--- config.mk ---
export PLATFORM = sky130hd
export DESIGN_NAME = fifo_rd_stream
export DESIGN_NICKNAME = d
export VERILOG_FILES = /design/src/rtl/fifo_rd_stream.sv
export SDC_FILE = /design/constraint.sdc
export NUM_CORES = 1
export LEC_CHECK = 0
export ABC_CLOCK_PERIOD_IN_PS = 2430
export BUFFER_PORTS_ARGS = -buffer_cell sky130_fd_sc_hd__buf_2
export CAP_MARGIN = 25
export CORE_ASPECT_RATIO = 1.4
export CORE_MARGIN = 2
export CORE_UTILIZATION = 30
export CTS_BUF_LIST = sky130_fd_sc_hd__clkbuf_4
export CTS_CLUSTER_DIAMETER = 80
export DETAILED_ROUTE_END_ITERATION = 7
export SYNTH_ARGS = -nofsm -noshare
export SYNTH_HDL_FRONTEND = slang
export SYNTH_SLANG_ARGS = --single-unit
--- constraint.sdc ---
create_clock -name clk_i -period 2.43 [get_ports clk_i]
set_input_delay 0.486 -clock clk_i [delete_from_list [all_inputs] [get_ports clk_i]]
set_output_delay 0.486 -clock clk_i [all_outputs]
set_load 0.02 [all_outputs]
--- src/rtl/fifo_rd_stream.sv ---
// Read-side prefetch adapter: async FIFO rd_en/empty port to a valid/ready stream.
// Optional statistics ports (word_cnt_o, stall_o) under FIFO_RD_STREAM_STAT_EN.
module fifo_rd_stream #(
   parameter int DLY            = 1,
   parameter int DATA_WIDTH     = 8,
   parameter int PREFETCH_DEPTH = 4
) (
   input  logic                                  clk_i,
   input  logic                                  rst_n_i,
   input  logic                                  fifo_empty_i,
   input  logic [DATA_WIDTH-1:0]                 fifo_data_i,
   output logic                                  fifo_rd_en_o,
   input  logic                                  flush_i,
   output logic                                  m_valid_o,
   output logic [DATA_WIDTH-1:0]                 m_data_o,
   input  logic                                  m_ready_i,
   output logic [$clog2(PREFETCH_DEPTH+1)-1:0]   level_o
`ifdef FIFO_RD_STREAM_STAT_EN
   ,
   output logic [31:0]                           word_cnt_o,
   output logic                                  stall_o
`endif
);

   localparam int CW = $clog2(PREFETCH_DEPTH + 1);
   localparam int PW = $clog2(PREFETCH_DEPTH);
   localparam logic [CW:0]   OCC_MAX  = (CW + 1)'(PREFETCH_DEPTH);
   localparam logic [PW-1:0] PTR_LAST = PW'(PREFETCH_DEPTH - 1);

   // DLY is carried for drop-in compatibility; registers here are delay-free.
   if (PREFETCH_DEPTH < 3 || PREFETCH_DEPTH > 16 || DLY < 0) begin : g_param_err
      $error("fifo_rd_stream: illegal parameter value");
   end

   logic [DATA_WIDTH-1:0] mem [PREFETCH_DEPTH];
   logic [CW-1:0]         cnt_q;
   logic [PW-1:0]         wr_ptr;
   logic [PW-1:0]         rd_ptr;
   logic                  inflight_q;
   logic                  drop_q;
   logic [CW:0]           occ;
   logic                  capture;
   logic                  pop;

   assign occ     = {1'b0, cnt_q} + {{CW{1'b0}}, inflight_q};
   assign capture = inflight_q && !drop_q;
   assign pop     = m_valid_o && m_ready_i;

   // Issue depends on registered occupancy only, never on m_ready_i.
   assign fifo_rd_en_o = !fifo_empty_i && !flush_i && (occ < OCC_MAX);

   assign m_valid_o = (cnt_q != '0);
   assign m_data_o  = m_valid_o ? mem[rd_ptr] : '0;
   assign level_o   = cnt_q;

   function automatic logic [PW-1:0] ptr_inc(input logic [PW-1:0] p);
      return (p == PTR_LAST) ? '0 : p + 1'b1;
   endfunction

   always_ff @(posedge clk_i or negedge rst_n_i) begin
      if (!rst_n_i) begin
         cnt_q      <= '0;
         wr_ptr     <= '0;
         rd_ptr     <= '0;
         inflight_q <= 1'b0;
         drop_q     <= 1'b0;
      end else begin
         inflight_q <= fifo_rd_en_o;
         if (flush_i) begin
            cnt_q  <= '0;
            wr_ptr <= '0;
            rd_ptr <= '0;
            drop_q <= inflight_q;
         end else begin
            drop_q <= 1'b0;
            if (capture) wr_ptr <= ptr_inc(wr_ptr);
            if (pop)     rd_ptr <= ptr_inc(rd_ptr);
            unique case (1'b1)
               capture && !pop: cnt_q <= cnt_q + 1'b1;
               pop && !capture: cnt_q <= cnt_q - 1'b1;
               default:         cnt_q <= cnt_q;
            endcase
         end
      end
   end

   always_ff @(posedge clk_i) begin
      if (capture && !flush_i) mem[wr_ptr] <= fifo_data_i;
   end

`ifdef FIFO_RD_STREAM_STAT_EN
   always_ff @(posedge clk_i or negedge rst_n_i) begin
      if (!rst_n_i) begin
         word_cnt_o <= '0;
         stall_o    <= 1'b0;
      end else begin
         if (flush_i)  word_cnt_o <= '0;
         else if (pop) word_cnt_o <= word_cnt_o + 32'd1;
         if (m_valid_o && !m_ready_i) stall_o <= 1'b1;
      end
   end
`endif

endmodule

=== Word-level counts from Yosys, hierarchy flattened ===
Memory sizes are Yosys's and may differ from the RTL's.
Cells that the tools add are included.

* Word-level logic and storage cells: 42
* Register bits after elaboration: 9
* Memories kept: 1
* Bits in writable memories: 32
* Bits of input ports: 13
* Output and inout bits: 13

{| class="wikitable"
|+ Memories
! memory !! depth !! bits a word !! read ports !! clocked after Yosys merged registers in !! write ports !! RTL line !! text
|-
| mem || 4 || 8 || 1 || 0 || 1 || 35 || <nowiki>logic [DATA_WIDTH-1:0] mem [PREFETCH_DEPTH];</nowiki>
|}

* Magnitude comparators: 1
* Eq/ne operators: 2
* $add $sub $neg: 5
* Muxes and demuxes: 12
* Reduce and logical (&&, ||, !) cells: 16

{| class="wikitable"
|+ Operator list
! operator !! number
|-
| $mux W2 || 6
|-
| $mux W8 || 1
|-
| $logic_and A1 B1 Y1 || 7
|-
| $pmux W3 S2 || 1
|-
| $reduce_bool A3 Y1 || 2
|-
| $logic_not A1 Y1 || 5
|-
| $add A2 B1 Y2 const B || 2
|-
| $add A3 B1 Y4 || 1
|-
| $eq A2 B2 Y1 const B || 2
|-
| $lt A4 B3 Y1 const B || 1
|-
| $reduce_bool A2 Y1 || 2
|-
| $add A3 B1 Y3 const B || 1
|-
| $mux W1 || 3
|-
| $mux W3 || 1
|-
| $sub A3 B1 Y3 const B || 1
|}

=== Longest topological paths before layout ===
Gate-level depths: netlist of the first run.

* Depth after elaboration: 6
* Gate-level depth with buffers: 7
* Gate-level depth less buffers: 6

=== Worst setup path before layout of the first run ===
Ideal clock, no wire load.

* Path kind: flip-flop to flip-flop
* Start point: reg cnt_q[1], in the netlist level_o[1]
* End point: reg cnt_q[1], in the netlist level_o[1]
* Buffers on the path: 0
* Required time: 2340 ps
* Setup time: 90 ps
* Cell stages (with the launch flop): 7
* Slack: 535 ps
* Data arrival time: 1805 ps
* Cell sequence: dfrtp_1 o31ai_4 nor2_1 fa_1 nor2b_1 nand2_1 o221ai_1

* Word-level cells in the longest chain between the ends: 6
* Elaborated cells between the ends (all ways): 10
* Those cells by class: add/sub: 2; mux: 2; reduce/logical: 6

{| class="wikitable"
|+ RTL lines
! item !! RTL line !! text
|-
| start, declared || 36 || <nowiki>logic [CW-1:0] cnt_q;</nowiki>
|-
| start signal, assigned || 79 || <nowiki>capture && !pop: cnt_q <= cnt_q + 1'b1;</nowiki>
|-
| start signal, assigned || 80 || <nowiki>pop && !capture: cnt_q <= cnt_q - 1'b1;</nowiki>
|-
| start signal, assigned || 81 || <nowiki>default: cnt_q <= cnt_q;</nowiki>
|-
| branches (longest 6 deep; another with $sub A3 B1 Y3) || - ||
|}

Several ways; the timed one is not identified.
A chain may end at the register's enable or synchronous reset.

=== Worst setup path in the final report of the first run ===
* Start point: reg rd_ptr[0]
* End point: out m_data_o[4]

* Word-level cells in the longest chain between the ends: 2

{| class="wikitable"
|+ RTL lines
! item !! RTL line !! text
|-
| start, declared || 38 || <nowiki>logic [PW-1:0] rd_ptr;</nowiki>
|-
| start signal, assigned || 77 || <nowiki>if (pop) rd_ptr <= ptr_inc(rd_ptr);</nowiki>
|-
| $mem_v2 Z4 W8 || - ||
|-
| $mux W8 || 53 || <nowiki>assign m_data_o = m_valid_o ? mem[rd_ptr] : '0;</nowiki>
|-
| end, declared || 15 || <nowiki>output logic [DATA_WIDTH-1:0] m_data_o,</nowiki>
|}

No other way between the ends.

==> flow_summary_export.csv, run 1 <==
group,metric,value,unit
floorplanning,core_area,5820,um^2
hold_path,hold_path_end,"mem[2][4]",
setup_path,cp.arrival,1750,ps
clocking,cts_setup_buffers,0,
grt,antenna_found_initial,0,
setup_path,cp_data_required_time,1940,ps
setup_path,cp-start-kind,"flop",
setup_path,path_class,"flop to output port",
detailed_routing,routed_wl,3.14,mm
timing,rsz0062_at_grt,"false",
timing,worst_slew_pin_slew,467,ps
layout,drive_gt1_share,31.7,%
grt,grt_use_met3,3.70,%
grt,use_met1,10.6,%
detailed_routing,wl_per_cell,14.8,um
timing,fmax,0.446,GHz
layout,layout_common_cells,"edfxtp_1, buf_2, nor2b_1",
timing,slew_headroom,68.9,%
logic_synthesis,synth_cell_types,32,
timing,hold_viol_final,0,
grt,grt_pass1_vias,1016,
timing,final_max_slew_viol_count,0,
layout,final-seq-area,1190,um^2
floorplanning,die-area,6630,um^2
pwr,ir_worst_vdd,454,uV
timing,fin_tns_setup,0,ps
setup_path,ff2ff_path_depth,6,
setup_path,reg2reg_slack,420,ps
detailed_routing,ant_nets,0,
setup_path,end_kind,"output port",
layout,synthToLayoutAreaGrowth,16.4,%
logic_synthesis,synth_area,1800,um^2
clocking,clockBufferDepth,2,
setup_path,crit_family,"flip-flops",
detailed_routing,drc_errors,0,
setup_path,cp_slowest_stage_delay,480,ps
floorplanning,start_util,30.8,%
setup_path,crit-reg2reg-capture,"level_o[1]",
grt,use_met2,18.8,%
pwr,pwr_density_cell,841,nW/um^2
clocking,cts_buffers,5,
logic_synthesis,synth_nets,130,
timing,period_needed,2240,ps
logic_synthesis,synth_edf_count,32,
hold_path,hold_path_class,"primary input to flop",
grt,grt_max_degree,14,
grt,busiest_layer,"met2",
timing,finClkSkew,14.1,ps
hold_path,whs_path_depth,1,
grt,grt_pass1_wl,5.10,mm
layout,layout_commonest_cell,"edfxtp_1",
detailed_routing,vias,1024,
layout,fillers,551,
timing,setup_viol,0,
placement,globalplace.congestion,0.732,
clocking,clk_latency,340,ps
layout,antenna-diode-count,0,
logic_synthesis,yosys.area.top_type_share,53.5,%
placement,port_buffers,25,
hold_path,min-delay-start,"fifo_data_i[4]",
detailed_routing,drt-pass1-iter-count,4,
logic_synthesis,synth_area_per_cell,16.0,um^2
layout,nets,159,
logic_synthesis,yosys_warnings,0,
floorplanning,io_pins,26,
logic_synthesis,synth_area_leaders,"edfxtp_1, dfrtp_1, mux4_2",
clocking,htreeDepth,2,
floorplanning,die_y,95.5,um
placement,place_inst,203,
logic_synthesis,syn-instance-count,112,
setup_path,crit_chain,"buf_12 -> mux4_2 -> nor2b_1 -> buf_2",
status,outcome,"finished clean",
setup_path,crit_path_start,"rd_ptr[0]",
detailed_routing,drt_iter0_markers,41,
floorplanning,die_x,69.4,um
logic_synthesis,ys.flop_type,"edfxtp_1",
setup_path,critical_path_buf_inv_count,2,
grt,grt.overflow.total,0,
placement,hpwl,2.34,mm
floorplanning,placementRows,33,
layout,final_cells,212,
layout,multi_input_area,553,um^2
pwr,p_leak,0.788,nW
setup_path,rr_startpoint,"level_o[1]",
timing,min_period_over_period,92.2,%
logic_synthesis,synth-seq-area-share,66.1,%
logic_synthesis,yosysTopAreaCell,"edfxtp_1",
flow_run,maxCapViolations,0,
setup_path,cp_max_fo,6,
logic_synthesis,ys_async_sr_fraction,22.0,%
logic_synthesis,ys_ff_latch,41,
clocking,cts_root_buffer,"clkbuf_4",
setup_path,crit_slowest_cell,"dfrtp_2",
clocking,cts_tree,"done",
clocking,clock_sink_count,41,
clocking,clkTransAtPathRegs,120,ps
detailed_routing,via_per_inst,4.83,
pwr,fin_total_pwr,1.76,mW
grt,gr-usage-all-layers,10.3,%
## cells by family (layout without fill, tap and decap cells)
kind of cell               after synthesis  after routing  synth area share, %
AOI/OAI and AO/OA                       10             10                 4.60
and+or+nand+nor                         33             33                 10.3
adders and majority gates                5              5                 3.90
DFF                                     41             41                 66.1
muxes                                    8              8                 10.0
xor gates and xnor gates                 4              4                 1.95
buffers and inverters                   11             41                 3.14
## worst max path at each step
stage | end | depth (start not counted)
after floorplan | level_o[1] | 6
after global placement | m_data_o[4] | 4
after detailed placement | level_o[1] | 6
after CTS | m_data_o[4] | 4
after global routing | m_data_o[4] | 4
final | m_data_o[4] | 4
## worst register-to-register path, stage by stage (launching register included)
cell	delay, ps
dfrtp_1	510
o31ai_4	420
nor2_1	100
fa_1	480
nor2b_1	180
nand2_1	90
o221ai_1	170
## final cells by class
| type | instances | area share, % |
|---|---|---|
| clock buffers | 6 | 2.16 |
| repair buffers | 28 | 7.78 |
| well taps | 70 | 4.19 |
| flip-flops and latches | 41 | 56.8 |
| multi-input cells | 60 | 26.5 |
| clock inverters | 2 | 1.68 |
| inverters | 5 | 0.898 |
## synth_stat cells (all sizes together) (2+ instances only)
| cell type | number |
|---|---|
| dfrtp | 9 |
| or3 | 3 |
| mux4 | 8 |
| nand2 | 5 |
| ha | 4 |
| buf | 5 |
| xnor2 | 2 |
| edfxtp | 32 |
| o2111ai | 2 |
| and3 | 4 |
| a21oi | 3 |
| nor2 | 4 |
| nor2b | 9 |
| nand4 | 2 |
| inv | 5 |
| xor2 | 2 |
## power breakdown
group | internal, mW | switching (mW) | leakage (nW)
Clock | 0.227 | 0.204 | 0.0456
Combinational | 0.213 | 0.263 | 0.333
Sequential | 0.792 | 0.0582 | 0.409
Total | 1.23 | 0.525 | 0.788
## timing repair
item,in CTS,in global routing
hold buffers,1,0
gates resized for setup,0,1
setup endpoints to repair,0,1
endpoints found under the hold margin,9,0
## flip-flops by register name, indices dropped and copies added (netlist names)
name        flops
drop_q          1
wr_ptr          2
mem            32
level_o         3
inflight_q      1
rd_ptr          2
## metal layers
layer	routed length (um)	up-vias	part of all wire, %
li1	-	482	-
met2	1700	29	54
met4	61	0	1.9
met1	1190	507	38
met5	0	-	0
met3	185	6	5.9
## per-stage QoR
step                      cell area, um^2  setup WS (ps)  hold slack [ps]  utilization (%)
after floorplan                      1800            535              190                -
after global placement               2000            488              352             34.3
after detailed placement             2000            446              351             34.3
after CTS                            2090           70.2              332             35.9
after global routing                 2090           95.4              327             35.9
final                                2090            189              352             35.9
Power figures use the tool's default switching activity.
==> run 2: changes to the inputs <==
- CORE_MARGIN: 2 -> not set
==> run 2 against run 1 <==
  * Combinational power is 2% lower
  * First-iteration DRC count is 39% lower
  * Final area is 0.72% lower
  * Sequential power is 1% lower
  * Worst setup slack worse by 40 ps
  * Wire length is 1.1% lower
  * Utilization is 0.26 points lower
  * Die area is 4.9% lower
  * Maximum frequency is 1.7% lower
  * Clock power hardly changed
  * Worst hold slack better by 6.0 ps
  * Final cell count stayed put
  * Largest cell class unchanged
==> flow_summary_export.csv, run 2 (synthesized netlist as in run 1, its figures left out) <==
group,metric,value,unit
setup_path,crit_chain,"buf_4 -> mux4_2 -> nor2b_1 -> buf_2",
timing,fmax,0.438,GHz
clocking,cts_setup_buffers,0,
detailed_routing,wl_per_cell,14.6,um
grt,gr-usage-all-layers,11.3,%
grt,grt_pass1_vias,1037,
detailed_routing,ant_nets,0,
clocking,clockBufferDepth,2,
setup_path,path_class,"flop to output port",
detailed_routing,via_per_inst,4.92,
timing,rsz0062_at_grt,"false",
clocking,cts_resized,0,
floorplanning,core_area,5820,um^2
floorplanning,placementRows,33,
detailed_routing,dr_wl_met2,1.64,mm
clocking,cts_buffers,5,
setup_path,ff2ff_path_depth,6,
pwr,pwr_density_cell,836,nW/um^2
layout,layout_commonest_cell,"edfxtp_1",
pwr,ir_worst_vdd,448,uV
clocking,clk_latency,340,ps
layout,drive_gt1_share,30.3,%
timing,finClkSkew,3.62,ps
placement,place_area,1990,um^2
layout,antenna-diode-count,0,
clocking,cts_tree,"done",
detailed_routing,route.met3.wl,160,um
setup_path,crit_path_end,"m_data_o[1]",
layout,nets,159,
detailed_routing,routed_wl,3.10,mm
placement,globalplace.congestion,0.758,
timing,period_needed,2280,ps
setup_path,reg2reg_slack,440,ps
setup_path,end_kind,"output port",
layout,finish.instance_area,2070,um^2
setup_path,critical_path_buf_inv_count,2,
floorplanning,die_x,67.4,um
grt,grt.overflow.total,0,
setup_path,crit-reg2reg-capture,"level_o[1]",
pwr,fin_total_pwr,1.73,mW
clocking,clock_sink_count,41,
detailed_routing,vias,1043,
grt,grt_max_degree,13,
flow_run,maxCapViolations,0,
setup_path,cp_data_required_time,1940,ps
detailed_routing,drt_iter0_markers,25,
detailed_routing,m1WireLength,1.22,mm
setup_path,crit_slowest_cell,"mux4_2",
setup_path,cp-start-kind,"flop",
setup_path,rr_startpoint,"level_o[1]",
setup_path,crit_path_start,"rd_ptr[0]",
detailed_routing,routed.top_layer,"met4",
timing,setup_viol,0,
detailed_routing,drt-pass1-iter-count,4,
timing,fin_tns_setup,0,ps
clocking,cts_root_buffer,"clkbuf_4",
detailed_routing,drc_errors,0,
grt,antenna_found_initial,0,
layout,synthToLayoutAreaGrowth,15.5,%
status,outcome,"finished clean",
setup_path,crit_family,"multiplexers",
timing,final_max_slew_viol_count,0,
clocking,htreeDepth,2,
floorplanning,die-area,6300,um^2
timing,slew_headroom,70.3,%
timing,worst_slew_pin_slew,446,ps
layout,layout_common_cells,"edfxtp_1, buf_2, nor2b_1, dfrtp_1, mux4_2",
placement,port_buffers,25,
setup_path,path_depth,4,
layout,regMostFlops,"mem",
setup_path,cp.arrival,1790,ps
setup_path,cp_slowest_stage_delay,510,ps
setup_path,cp_max_fo,8,
timing,hold_viol_final,0,
pwr,p_leak,0.784,nW
layout,largest_reg_flops,32,
hold_path,hold_path_class,"primary input to flop",
floorplanning,start_util,30.8,%
timing,min_period_over_period,93.9,%
hold_path,min-delay-start,"fifo_data_i[0]",
floorplanning,die_y,93.5,um
floorplanning,io_pins,26,
placement,hpwl,2.23,mm
clocking,clkTransAtPathRegs,110,ps
grt,grt_pass1_wl,4.95,mm
[run 2: cell types whose count changed in the layout (fill, tap and decap cells not counted)]
cell and delta:
clkinv_1 +1, dfrtp_2 -1, buf_12 -1, clkinv_2 -1
dfrtp_1 +1, buf_4 +1
[run 2: repair_timing]
item                                   CTS  global route
setup endpoints to repair                0             0
endpoints found under the hold margin    9             0
hold buffers                             1             0
[run 2: worst min path at each step]
stage	endpoint	cells after the start
final	mem[2][0]	1
after global routing	mem[3][0]	1
after CTS	mem[2][1]	1
after detailed placement	wr_ptr[0]	1
after global placement	wr_ptr[1]	1
after floorplan	drop_q	0
[run 2: stage by stage]
| step | instances | util [%] | worst slack (ps) | hold WS (ps) |
|---|---|---|---|---|
| final | 212 | 35.6 | 149 | 358 |
| after global routing | 212 | 35.6 | 36.3 | 326 |
| after CTS | 212 | 35.6 | 111 | 344 |
| after detailed placement | 203 | 34.1 | 476 | 351 |
| after global placement | 203 | 34.1 | 528 | 346 |
| after floorplan | 112 | - | 535 | 190 |
[run 2: power by group]
part           switching, mW  internal, mW  total, mW
clock                  0.203         0.225      0.428
sequential            0.0488         0.790      0.839
combinational          0.267         0.200      0.466
[run 2: layout make-up]
class / count / area, um^2
fillers: 573 / 3750
flip-flops and latches: 41 / 1190
multi-input cells: 60 / 553
clock inverters: 2 / 33.8
repair buffers: 28 / 150
inverters: 5 / 18.8
clock buffers: 6 / 45.0
well taps: 70 / 87.6
[run 2: worst register-to-register path, cell delays in order (launching register included)]
cell and delay, ps:
dfrtp_1 500, o31ai_4 430, nor2_1 100, fa_1 480, nor2b_1 160, nand2_1 80
o221ai_1 170
[run 2: metal layers]
metal	vias to the layer above	track usage, %
met1	519	12.6
met2	34	19.3
met3	7	3.05
li1	483	-
met4	0	5.32
met5	-	0
==> run 3: changes to the inputs <==
- SETUP_SLACK_MARGIN: not set -> 0.3
==> run 3 against run 2 <==
  * Via count increased by 0.38%
  * Largest cell class unchanged
  * Sequential share of layout area decreased by 3.2 points
  * First-iteration DRC count decreased by 56%
  * Total power increased by 11%
==> flow_summary_export.csv, run 3 (synthesized netlist as in run 1, its figures left out) <==
group,metric,value,unit
clocking,clockBufferDepth,2,
clocking,clock_sink_count,41,
timing,setup_viol,0,
grt,grt_pass1_vias,1043,
placement,port_buffers,25,
detailed_routing,routed_wl,3.29,mm
floorplanning,start_util,30.8,%
floorplanning,placementRows,33,
timing,final_max_slew_viol_count,0,
timing,worst_slew_pin_slew,431,ps
layout,regMostFlops,"mem",
setup_path,crit_slowest_cell,"mux4_2",
timing,min_period_over_period,89.4,%
floorplanning,core_area,5820,um^2
timing,slew_headroom,70.9,%
timing,finClkSkew,3.56,ps
floorplanning,die_x,67.4,um
detailed_routing,vias,1047,
setup_path,cp.arrival,1690,ps
detailed_routing,drt_iter0_markers,11,
setup_path,cp_slowest_stage_delay,490,ps
clocking,cts_root_buffer,"clkbuf_4",
timing,hold_ws,358,ps
setup_path,cp-start-kind,"flop",
placement,dp_slack,476,ps
layout,synthToLayoutAreaGrowth,22.7,%
setup_path,cp_max_fo,8,
layout,antenna-diode-count,0,
setup_path,crit_family,"multiplexers",
timing,fmax,0.460,GHz
layout,finish.utilization,37.8,%
layout,nets,161,
hold_path,hold_path_class,"primary input to flop",
layout,layout_commonest_cell,"edfxtp_1",
detailed_routing,wl_per_cell,15.4,um
setup_path,critical_path_buf_inv_count,2,
floorplanning,die-area,6300,um^2
pwr,p_leak,0.831,nW
setup_path,path_class,"flop to output port",
pwr,pwr_density_cell,874,nW/um^2
grt,grt_max_degree,13,
floorplanning,io_pins,26,
detailed_routing,ant_nets,0,
grt,grt_pass1_wl,4.98,mm
pwr,fin_total_pwr,1.93,mW
pwr,ir_worst_vdd,456,uV
detailed_routing,drc_errors,0,
timing,period_needed,2170,ps
placement,hpwl,2.23,mm
setup_path,cp_data_required_time,1940,ps
setup_path,crit_chain,"buf_8 -> mux4_2 -> nor2b_2 -> buf_6",
timing,setup_ws,257,ps
layout,drive_gt1_share,38.9,%
flow_run,maxCapViolations,0,
status,outcome,"finished clean",
timing,hold_viol_final,0,
timing,rsz0062_at_grt,"true",
floorplanning,die_y,93.5,um
timing,fin_tns_setup,0,ps
detailed_routing,drt-pass1-iter-count,4,
clocking,clk_latency,340,ps
layout,largest_reg_flops,32,
grt,grt.overflow.total,0,
clocking,htreeDepth,2,
clocking,cts_tree,"done",
grt,gr-usage-all-layers,11.4,%
grt,antenna_found_initial,0,
detailed_routing,via_per_inst,4.89,
placement,globalplace.congestion,0.758,
setup_path,end_kind,"output port",
clocking,cts_buffers,5,
layout,fillers,561,
clocking,clkTransAtPathRegs,110,ps
layout,layout_common_cells,"edfxtp_1, buf_2, mux4_2",
[run 3: changes by cell type in the layout (fill, tap and decap cells not counted), sizes merged]
cell	previous run	this run
clkbuf	6	8
[run 3: final cells by class]
| cell class | count | area [um^2] | area share [%] |
|---|---|---|---|
| sequential | 41 | 1190 | 54.0 |
| multi-input combinational | 60 | 606 | 27.5 |
| timing repair buffer | 30 | 223 | 10.1 |
| tap | 70 | 87.6 | 3.98 |
| clock buffer | 6 | 45.0 | 2.04 |
| clock inverter | 2 | 33.8 | 1.53 |
| inverter | 5 | 18.8 | 0.852 |
[run 3: where the power goes]
group / switching (mW) / total, mW / internal (mW)
Combinational: 0.333 / 0.651 / 0.318
Sequential: 0.0506 / 0.844 / 0.793
Clock: 0.206 / 0.431 / 0.225
[run 3: worst register-to-register path, cell delays in order, from the launching register on]
cell and delay [ps]:
dfrtp_2 490, o31ai_4 410, nor2_1 100, fa_1 480
nor2b_1 160, nand2_1 80, o221ai_1 170
[run 3: stage by stage]
stage	instance area [um^2]	instances
final	2200	214
after global routing	2200	214
after CTS	2110	213
after detailed placement	1990	203
after global placement	1990	203
after floorplan	1800	112
[run 3: worst paths after layout]
| path | slack, ps | start | depth (start not counted) | to |
|---|---|---|---|---|
| min reg2reg | 540 | inflight_q | 1 | inflight_q |
| max in group asynchronous | 1720 | rst_n_i | 2 | level_o[1] |
| max | 260 | rd_ptr[0] | 4 | m_data_o[3] |
| min in group asynchronous | 510 | rst_n_i | 2 | rd_ptr[0] |
| max reg2reg | 460 | level_o[1] | 6 | level_o[1] |
| min | 360 | fifo_data_i[0] | 1 | mem[2][0] |
[run 3: what timing repair did]
action,CTS,global route
setup endpoints to repair,8,10
hold buffers,1,0
cloned,0,1
resized for setup,8,23
buffers inserted,1,0
hold endpoints to repair,9,0
pin swaps,0,0
[run 3: routing by layer]
layer / share of wire (%) / global-route usage (%)
met1: 41 / 12.9
met2: 53 / 19.3
met3: 3.7 / 3.05
met4: 2.4 / 5.32
met5: 0 / 0
